`config.mk`:
```
export PLATFORM = sky130hd
export DESIGN_NAME = pool_ctrl
export DESIGN_NICKNAME = d
export VERILOG_FILES = /design/src/rtl/pool_ctrl_pkg.sv /design/src/rtl/pool_max_unit.sv /design/src/rtl/pool_ctrl.sv
export SDC_FILE = /design/constraint.sdc
export NUM_CORES = 1
export LEC_CHECK = 0
export ABC_CLOCK_PERIOD_IN_PS = 3700
export CORE_ASPECT_RATIO = 0.9
export CORE_MARGIN = 2
export CORE_UTILIZATION = 40
export DETAILED_ROUTE_END_ITERATION = 10
export HOLD_SLACK_MARGIN = 0.03
export PLACE_DENSITY = 0.68
export SLEW_MARGIN = 30
export SYNTH_ARGS = -nofsm -noshare
export SYNTH_HDL_FRONTEND = slang
export SYNTH_SLANG_ARGS = --single-unit
```
`constraint.sdc`:
```
create_clock -name clk -period 3.7 [get_ports clk]
set_clock_uncertainty 0.15 [all_clocks]
set_input_delay 0.555 -clock clk [delete_from_list [all_inputs] [get_ports clk]]
set_output_delay 0.555 -clock clk [all_outputs]
set_load 0.1 [all_outputs]
```
`src/rtl/pool_ctrl_pkg.sv`:
```
// DRAM map, address packing and state encoding shared by the convolution and pooling controllers.
package pool_ctrl_pkg;

   localparam int unsigned OFMAP_BASE = 131072;
   localparam int unsigned POOL_BASE  = 196608;

   localparam int unsigned CH_W    = 4;
   localparam int unsigned Y_W     = 5;
   localparam int unsigned X_W     = 5;
   localparam int unsigned FIELD_W = CH_W + Y_W + X_W;

   localparam int unsigned ST_IDLE = 0;
   localparam int unsigned ST_RD   = 1;
   localparam int unsigned ST_FIN  = 2;
   localparam int unsigned ST_WR   = 3;
   localparam int unsigned ST_DONE = 4;

   typedef enum logic [4:0] {
      StIdle = 5'b00001,
      StRd   = 5'b00010,
      StFin  = 5'b00100,
      StWr   = 5'b01000,
      StDone = 5'b10000
   } pool_state_e;

   function automatic logic [FIELD_W-1:0] pack_addr(input logic [CH_W-1:0] c,
                                                    input logic [Y_W-1:0]  y,
                                                    input logic [X_W-1:0]  x);
      return {c, y, x};
   endfunction

endpackage

```
`src/rtl/pool_max_unit.sv`:
```
// Running signed maximum of one 2x2 window, with optional ReLU clamp on the output.
module pool_max_unit #(
   parameter int unsigned DATA_WIDTH = 32,
   parameter bit          EN_RELU    = 1'b1
) (
   input  logic                  clk,
   input  logic                  srstn,
   input  logic                  clr_i,
   input  logic                  load_i,
   input  logic                  cmp_i,
   input  logic [DATA_WIDTH-1:0] data_i,
   output logic [DATA_WIDTH-1:0] max_o
);

   logic [DATA_WIDTH-1:0] max_q, max_d;

   // Strict greater-than keeps the earlier sample on ties.
   always_comb begin
      max_d = max_q;
      if (clr_i) begin
         max_d = '0;
      end else if (load_i) begin
         max_d = data_i;
      end else if (cmp_i && ($signed(data_i) > $signed(max_q))) begin
         max_d = data_i;
      end
   end

   always_ff @(posedge clk) begin
      if (!srstn) begin
         max_q <= '0;
      end else begin
         max_q <= max_d;
      end
   end

   assign max_o = (EN_RELU && max_q[DATA_WIDTH-1]) ? '0 : max_q;

endmodule

```
`src/rtl/pool_ctrl.sv`:
```
// 2x2 max-pooling controller: reads OFMAP windows from DRAM, writes pooled results to POOL region.
module pool_ctrl
   import pool_ctrl_pkg::*;
#(
   parameter int unsigned DATA_WIDTH = 32,
   parameter int unsigned ADDR_WIDTH = 18,
   parameter bit          EN_RELU    = 1'b1
) (
   input  logic                  clk,
   input  logic                  srstn,
   input  logic                  enable,
   input  logic [4:0]            num_chnl,
   input  logic [5:0]            fmap_height,
   input  logic [5:0]            fmap_width,
   input  logic [DATA_WIDTH-1:0] data_in,
   output logic [ADDR_WIDTH-1:0] addr_in,
   output logic                  dram_en_rd,
   output logic [ADDR_WIDTH-1:0] addr_out,
   output logic [DATA_WIDTH-1:0] data_out,
   output logic                  dram_en_wr,
   output logic                  done
);

   pool_state_e state_q, state_d;
   logic [1:0]  k_q, k_d;
   logic [4:0]  c_q, c_d, py_q, py_d, px_q, px_d;
   logic [4:0]  nchnl_q, nchnl_d;
   logic [5:0]  height_q, height_d, width_q, width_d;

   logic [4:0]  ph, pw;
   logic        last_px, last_py, last_c;
   logic        max_clr, max_load, max_cmp;
   logic [DATA_WIDTH-1:0] max_val;
   logic [FIELD_W-1:0]    rd_field, wr_field;

   assign ph      = height_q[5:1];
   assign pw      = width_q[5:1];
   assign last_px = (px_q == pw - 5'd1);
   assign last_py = (py_q == ph - 5'd1);
   assign last_c  = (c_q == nchnl_q - 5'd1);

   // Tap k selects row 2py+k[1] and column 2px+k[0].
   assign rd_field = pack_addr(c_q[3:0], {py_q[3:0], k_q[1]}, {px_q[3:0], k_q[0]});
   assign wr_field = pack_addr(c_q[3:0], py_q, px_q);

   pool_max_unit #(
      .DATA_WIDTH (DATA_WIDTH),
      .EN_RELU    (EN_RELU)
   ) u_max (
      .clk    (clk),
      .srstn  (srstn),
      .clr_i  (max_clr),
      .load_i (max_load),
      .cmp_i  (max_cmp),
      .data_i (data_in),
      .max_o  (max_val)
   );

   always_comb begin
      state_d    = state_q;
      k_d        = k_q;
      c_d        = c_q;
      py_d       = py_q;
      px_d       = px_q;
      nchnl_d    = nchnl_q;
      height_d   = height_q;
      width_d    = width_q;
      max_clr    = 1'b0;
      max_load   = 1'b0;
      max_cmp    = 1'b0;
      addr_in    = '0;
      dram_en_rd = 1'b0;
      addr_out   = '0;
      data_out   = '0;
      dram_en_wr = 1'b0;
      done       = 1'b0;

      unique case (state_q)
         StIdle: begin
            max_clr = 1'b1;
            if (enable) begin
               nchnl_d  = num_chnl;
               height_d = fmap_height;
               width_d  = fmap_width;
               k_d      = 2'd0;
               c_d      = 5'd0;
               py_d     = 5'd0;
               px_d     = 5'd0;
               if ((fmap_height[5:1] == 5'd0) || (fmap_width[5:1] == 5'd0) ||
                   (num_chnl == 5'd0)) begin
                  state_d = StDone;
               end else begin
                  state_d = StRd;
               end
            end
         end
         StRd: begin
            dram_en_rd = 1'b1;
            addr_in    = ADDR_WIDTH'(OFMAP_BASE) + ADDR_WIDTH'(rd_field);
            // data_in lags the address by one cycle, so k=1 sees tap 0.
            max_load   = (k_q == 2'd1);
            max_cmp    = k_q[1];
            k_d        = k_q + 2'd1;
            if (k_q == 2'd3) begin
               state_d = StFin;
            end
         end
         StFin: begin
            max_cmp = 1'b1;
            state_d = StWr;
         end
         StWr: begin
            dram_en_wr = 1'b1;
            addr_out   = ADDR_WIDTH'(POOL_BASE) + ADDR_WIDTH'(wr_field);
            data_out   = max_val;
            state_d    = StRd;
            if (last_px) begin
               px_d = 5'd0;
               if (last_py) begin
                  py_d = 5'd0;
                  if (last_c) begin
                     c_d     = 5'd0;
                     state_d = StDone;
                  end else begin
                     c_d = c_q + 5'd1;
                  end
               end else begin
                  py_d = py_q + 5'd1;
               end
            end else begin
               px_d = px_q + 5'd1;
            end
         end
         StDone: begin
            done    = 1'b1;
            state_d = StIdle;
         end
         default: state_d = StIdle;
      endcase
   end

   always_ff @(posedge clk) begin
      if (!srstn) begin
         state_q  <= StIdle;
         k_q      <= 2'd0;
         c_q      <= 5'd0;
         py_q     <= 5'd0;
         px_q     <= 5'd0;
         nchnl_q  <= 5'd0;
         height_q <= 6'd0;
         width_q  <= 6'd0;
      end else begin
         state_q  <= state_d;
         k_q      <= k_d;
         c_q      <= c_d;
         py_q     <= py_d;
         px_q     <= px_d;
         nchnl_q  <= nchnl_d;
         height_q <= height_d;
         width_q  <= width_d;
      end
   end

endmodule

```
==> summary.txt, run 1 <==
GRT
  • Largest net degree at the start of global routing: 41
  • GRT Total Usage: a little under a fifth
  • Via count of the first global-routing pass: about 3900
  • Wire length of the first global-routing pass: approximately 18000 µm
  • Gr ovfl total: 0
  • Initial antenna violation count: 0

Logic synthesis
  • Area contributors post-synth: dfxtp_1 31%, ha_1 11%, nand2_1 9.0%, mux2i_1 7.3%, and3_1 5.1%
  • Commonest register cell after synthesis: dfxtp_1
  • Most frequent cell after synthesis: nand2_1
  • Post-synth EDFFs: 0
  • Yosys Warn Count: 0
  • Mean area per synthesized cell: just under 8 µm²
  • Syn Inst Count: 580
  • Area of the mapped netlist: 4527 µm²
  • Top cell type by total area after synthesis: dfxtp_1
  • Top cells by count, synth: 108 x nand2_1, 69 x dfxtp_1, 47 x inv_1, 40 x ha_1, 37 x and3_1
  • Yosys top cell area share: just over 30%
  • Unique masters post-synth: 46
  • Fraction of registers with async set/reset: 0%
  • #FFs+latches synth: between 60 and 70
  • Portion of the post-synthesis area used by sequential elements: around 31%

Finish
  • Number of antenna repair diodes: 0
  • Fraction of layout cells with a size suffix above 1: 14.10%
  • Layout area overhead: 30.74%
  • # nets final: 775
  • Utilization after layout: between 50% and 60%

Detailed routing
  • Wirelength per Cell: 13.42 µm
  • Remaining number of nets flagged by the antenna check after routing: 0
  • Aggregate routed wire length: 11270 µm
  • DRC violation count after routing: 0
  • Routed via count: 4181
  • Detailed Route Iter0 Violations: approximately 150
  • Mean number of vias per cell: approximately 5
  • Number of detailed-routing iterations run before antenna repair: 4

Clock tree
  • CTS HTree Levels: 3
  • Count of hold buffers inserted by post-cts repair: 0
  • Clock insertion delay at the later pin of the skew report: between 300 and 400 ps
  • Clock tree from TritonCTS: built
  • Clock Tree Root: clkbuf_16
  • Number of buffers inserted to repair setup after CTS: 0
  • CTS Buf Count: 9
  • Cts repair resizes: 0
  • Number of sinks driven by the clock tree: 69
  • Clock transition time at the flip-flop clock pins of the worst setup and hold paths: about 60 ps
  • Clock tree buffer depth: 2

Die
  • Initial standard-cell utilization of the core: 41.36%
  • Top-level port count: ~120
  • Placeable core region: approximately 11000 µm²
  • Width of the chip: ~120 µm
  • # rows: 36
  • DIE AREA: between 10000 and 15000 µm²
  • Overall die height: around 100 µm

Setup path
  • Critical path data required time: about 3800 ps
  • Maximum fanout along the worst path: 18
  • Most common cell on crit path: or3b_1
  • Setup crit end kind: register
  • Slowest stage cell on the critical path: or3b_1
  • Data arrival time of the critical path: 3070 ps
  • CP cell instances: or3_1 -> or3b_1 -> clkinv_4 -> nand2_2 -> a32oi_2 -> or3b_1 -> and3_2 -> buf_4 -> mux2i_1
  • Highest cell delay on the worst timing path: 550 ps
  • Worst Path Class, Setup: register to register
  • Startpoint Class: register

Flow run
  • Max_cap viols: 0

Pwr
  • Fraction of power consumed by the clock network: between 40% and 50%
  • Power dissipated by switching net loads: between 0.0006 and 0.0007 W
  • Portion of total power attributed to combinational logic: between 20% and 30%
  • Ratio of total power to cell area: ~360 nW/µm²
  • Switching share of power: roughly 30%
  • Cell internal pwr: 0.001469 W
  • Max VDD drop: roughly 0.00019 V
  • Part of the power in registers: 38.8%
  • Leakage power: roughly 2.7 nW

Timing
  • Headroom to the max-slew limit: 54.97%
  • Final cycle utilization of the critical path: between 80 and 90%
  • Final Setup Violations: 0
  • Final-report max-slew violation count: 0
  • Pin slew with the least headroom to its limit: approximately 670 ps
  • FMAX: between 0.3 and 0.4 GHz
  • Unrepaired setup endpoints after global routing: no
  • Final hold violations: 0
  • Final period demand of the worst path: between 3000 and 4000 ps
  • Setup Total Neg Slack: 0 ps

Placement
  • Sum of net half-perimeters after detailed placement: between 8000 and 9000 µm
  • Port Buf Inserts: between 100 and 150
  • RD Place Congestion: just under 0.8

Status
  • Status: finished clean

Worst hold path
  • Class of the most critical hold timing path: register to register
==> power by group through the flow <==
| stage | sequential, W | clock [W] | combinational, W |
|---|---|---|---|
| finish | 0.000815 | 0.000858 | 0.000429 |
| CTS | 0.000815 | 0.000877 | 0.000431 |
| floorplan | 0.000819 | 0 | 0.000303 |
| global route | 0.000821 | 0.000902 | 0.000480 |
| global placement | 0.000829 | 0 | 0.000418 |
| detailed placement | 0.000831 | 0 | 0.000427 |
==> placed cells by master (no fill, tap or decap), drive strengths merged, types with 7 or more instances in the layout <==
| cell type | netlist | layout |
|---|---|---|
| clkbuf | 21 | 9 |
| nand3 | 15 | 15 |
| nor2 | 30 | 30 |
| and2 | 27 | 27 |
| xor2 | 19 | 19 |
| and3 | 37 | 37 |
| buf | 14 | 73 |
| nand2 | 109 | 109 |
| inv | 47 | 49 |
| xnor2 | 7 | 7 |
| mux2i | 33 | 33 |
| ha | 40 | 40 |
| dfxtp | 69 | 69 |
| clkdlybuf4s50 | 0 | 49 |
| nand4 | 12 | 12 |
| a21oi | 36 | 36 |
| o21ai | 7 | 7 |
==> state kept, by name (all words and copies together), names as in the netlist <==
| signal | cells |
|---|---|
| height_q | 5 |
| width_q | 5 |
| nchnl_q | 5 |
| px_q | 5 |
| u_max.max_q | 32 |
| c_q | 5 |
| state_q | 5 |
| k_q | 2 |
| py_q | 5 |
==> layout make-up <==
type                            instances  area (µm²)
Tap cell                              152       190.2
Timing Repair Buffer                  122        1064
Clock buffer                            9       225.2
Clock inverter                          7       72.57
Sequential cell                        69        1381
Multi-Input combinational cell        433        2800
Fill cell                            1038        5027
Inverter                               48       185.2
==> critical path, delay by kind of cell, from the launching register on <==
kind	cells	cell delay, ps
buf+inv	2	400
flops	1	370
compound gates	1	210
simple gates	5	1610
mux	1	140
==> final timing paths <==
kind / start / endpoint / slack, ps / cells after the start
setup reg to reg: state_q[2] / u_max.max_q[25] / 680 / 9
hold / removal: u_max.max_q[31] / u_max.max_q[31] / 310 / 2
setup / recovery: state_q[2] / u_max.max_q[25] / 680 / 9
hold reg to reg: u_max.max_q[31] / u_max.max_q[31] / 310 / 2
==> logic make-up after synthesis <==
| group | after synthesis | share of synthesized area, % |
|---|---|---|
| buffers and inverters | 83 | 8.568 |
| adders and majority gates | 40 | 11.06 |
| xor gates and xnor gates | 26 | 5.030 |
| muxes | 33 | 7.297 |
| AOI/OAI and AO/OA | 68 | 9.315 |
| DFF | 69 | 30.51 |
| and+or+nand+nor | 260 | 28.14 |
| other | 1 | 0.08284 |
==> per-layer routing <==
metal,up-vias,GRT usage [%],part of all wire (%),wire [µm]
met5,-,0,0,0
met4,0,4.337,1.1,119
met3,11,3.828,5.4,607
met2,98,31.08,46,5196
met1,1908,24.63,47,5347
li1,2164,-,-,-
==> metrics by stage <==
step	setup slack, ps	hold WS (ps)	instance area (µm²)	power, W	cells
floorplan	81.52	288.0	4547	0.001122	585
global placement	482.2	295.4	5618	0.001246	824
detailed placement	389.8	309.2	5618	0.001258	824
CTS	665.5	317.4	5916	0.002123	840
global route	563.9	345.2	5918	0.002203	840
finish	683.7	313.1	5918	0.002101	840
No activity file was read; power rests on OpenSTA's default activity.
==> run 2: changes to the inputs <==
--- a/config.mk
+++ b/config.mk
@@ -5,13 +5,13 @@
 export SDC_FILE = /design/constraint.sdc
 export NUM_CORES = 1
 export LEC_CHECK = 0
-export ABC_CLOCK_PERIOD_IN_PS = 3700
+export ABC_CLOCK_PERIOD_IN_PS = 2700
 export CORE_ASPECT_RATIO = 0.9
 export CORE_MARGIN = 2
 export CORE_UTILIZATION = 40
 export DETAILED_ROUTE_END_ITERATION = 10
 export HOLD_SLACK_MARGIN = 0.03
-export PLACE_DENSITY = 0.68
+export PLACE_DENSITY = 0.71
 export SLEW_MARGIN = 30
 export SYNTH_ARGS = -nofsm -noshare
 export SYNTH_HDL_FRONTEND = slang
==> constraint.sdc (replaced) <==
create_clock -name clk -period 2.7 [get_ports clk]
set_clock_uncertainty 0.15 [all_clocks]
set_input_delay 0.405 -clock clk [delete_from_list [all_inputs] [get_ports clk]]
set_output_delay 0.405 -clock clk [all_outputs]
set_load 0.1 [all_outputs]
==> run 2 against run 1 <==
Net effect:
- critical path type unchanged
- worst hold slack worse by 79 ps
- via count is 6.4% higher
- global-route usage grew 2.4 points
- highest routed layer unchanged
- setup slack worse by 610 ps
==> summary.txt, run 2 (synthesis gave the netlist of run 1 again) <==
Status
  • Status: finished clean

Setup path
  • Maximum fanout along the worst path: 8
  • Critical path data required time: roughly 2800 ps
  • Worst setup path startpoint: u_max.max_q[30]
  • Startpoint Class: register
  • Data arrival time of the critical path: about 2700 ps
  • Setup crit end kind: register
  • Number of cells on the worst reg-to-reg path: 10
  • Worst flop-to-flop path startpoint: u_max.max_q[30]
  • Worst Path Class, Setup: register to register

Finish
  • # nets final: a little under 800
  • Number of antenna repair diodes: 0
  • Highest-count cells in the layout ignoring fill and taps: 108 x nand2_1, 69 x dfxtp_1, 68 x buf_12
  • Filler Cell Count: between 800 and 900
  • Largest Register: u_max.max_q
  • Fraction of layout cells with a size suffix above 1: approximately a quarter
  • Leading cell type in the layout, fill and taps excluded: nand2_1
  • Cell Count, Final, Fillers Out: about 850
  • Largest register FFs: 32
  • Layout area overhead: 58.32%

Timing
  • Final-report max-slew violation count: 0
  • Pin slew with the least headroom to its limit: 585.0 ps
  • Hold slack final: between 200 and 250 ps
  • Setup Total Neg Slack: 0 ps
  • Final period demand of the worst path: 2626 ps
  • Final hold violations: 0
  • FMAX: about 0.38 GHz
  • Final Setup Violations: 0
  • Headroom to the max-slew limit: 60.91%
  • Final cycle utilization of the critical path: 97.25%
  • Setup slack after layout: 74.31 ps

Die
  • Overall die height: roughly 100 µm
  • Width of the chip: around 120 µm
  • DIE AREA: ~12000 µm²
  • Initial standard-cell utilization of the core: between 40% and 50%
  • # rows: 36
  • Top-level port count: 123
  • Placeable core region: between 10000 and 15000 µm²

Clock tree
  • CTS Buf Count: 9
  • CTS HTree Levels: 3
  • Clock Tree Root: clkbuf_16
  • Count of hold buffers inserted by post-cts repair: 0
  • Number of sinks driven by the clock tree: 69
  • Clock transition time at the flip-flop clock pins of the worst setup and hold paths: 60 ps
  • Clock tree from TritonCTS: built
  • Clock tree buffer depth: 2
  • Clock insertion delay at the later pin of the skew report: ~330 ps

GRT
  • Wire length of the first global-routing pass: just over 20000 µm
  • Gr ovfl total: 0
  • Largest net degree at the start of global routing: 50
  • GRT Total Usage: a little over a fifth
  • Initial antenna violation count: 0
  • Via count of the first global-routing pass: approximately 4400

Worst hold path
  • Class of the most critical hold timing path: primary input to register
  • Number of cells on the worst hold path: 3
  • Hold Startpoint: data_in[1]

Detailed routing
  • Wirelength per Cell: ~15 µm
  • Aggregate routed wire length: roughly 13000 µm
  • Mean number of vias per cell: roughly 5.2
  • Detailed Route Iter0 Violations: approximately 210
  • Routed via count: around 4400
  • DRC violation count after routing: 0
  • Number of detailed-routing iterations run before antenna repair: 4
  • Remaining number of nets flagged by the antenna check after routing: 0

Placement
  • Sum of net half-perimeters after detailed placement: ~9300 µm
  • Worst slack at placement: -409.8 ps
  • # placed instances: between 800 and 900
  • RD Place Congestion: approximately 0.81
  • Port Buf Inserts: 114

Flow run
  • Max_cap viols: 0

Pwr
  • Leakage power: around 3.1 nW
  • Ratio of total power to cell area: approximately 430 nW/µm²
  • Max VDD drop: between 0.0002 and 0.0003 V
  • Power consumption: between 0.003 and 0.004 W
[run 2: cell count changes in the layout (fill, tap and decap cells not counted), moves of 10 or more]
cell	change
and2_1	-21
buf_4	-56
clkdlybuf4s50_1	-10
and3_2	+24
and2_2	+14
and3_1	-25
buf_12	+66
dlymetal6s2s_1	+10
[run 2: worst max-delay path, stage by stage (launching register included)]
cell and delay (ps):
dfxtp_1 370, inv_1 90, ha_4 300, nand4_1 170
nor4_2 340, buf_4 160, a32oi_2 100, a32oi_1 200
and3_4 290, clkbuf_16 190, mux2i_1 180
[run 2: cell type report]
class / instances / area (µm²) / share of cell area (%)
Tap cell: 152 / 190.2 / 2.654
Clock buffer: 10 / 229.0 / 3.195
Timing Repair Buffer: 135 / 2054 / 28.67
Inverter: 48 / 185.2 / 2.584
Multi-Input combinational cell: 433 / 3015 / 42.07
Clock inverter: 6 / 111.4 / 1.554
Sequential cell: 69 / 1381 / 19.27
[run 2: what timing repair did]
item / in CTS / in global routing
endpoints found under the setup margin: 44 / 44
buffers inserted: 0 / 1
gates resized for setup: 5 / 24
gates cloned: 0 / 2
pin swaps: 2 / 19
[run 2: path summary, 6_finish.rpt]
| path | endpoint | slack, ps |
|---|---|---|
| max | u_max.max_q[28] | 70 |
| min | u_max.max_q[1] | 230 |
| max reg2reg | u_max.max_q[28] | 70 |
| min reg2reg | nchnl_q[4] | 320 |
[run 2: report_power, final]
part           switching [W]  internal, W  total [W]
Clock               0.000447     0.000902    0.00135
Combinational       0.000378     0.000269   0.000647
Sequential         0.0000583      0.00106    0.00112
Total               0.000883      0.00223    0.00312
[run 2: routing by layer]
| layer | GRT usage (%) | vias up | part of all wire (%) |
|---|---|---|---|
| met5 | 0 | - | 0 |
| li1 | - | 2185 | - |
| met4 | 4.507 | 0 | 1.3 |
| met2 | 36.55 | 139 | 50 |
| met3 | 4.814 | 16 | 5.5 |
| met1 | 26.43 | 2107 | 43 |
[run 2: through the flow]
| step | utilization [%] | instance area, µm² |
|---|---|---|
| after floorplan | - | 4624 |
| after global placement | 60.23 | 6593 |
| after detailed placement | 60.23 | 6593 |
| after CTS | 63.60 | 6962 |
| after global routing | 65.48 | 7167 |
| final | 65.48 | 7167 |
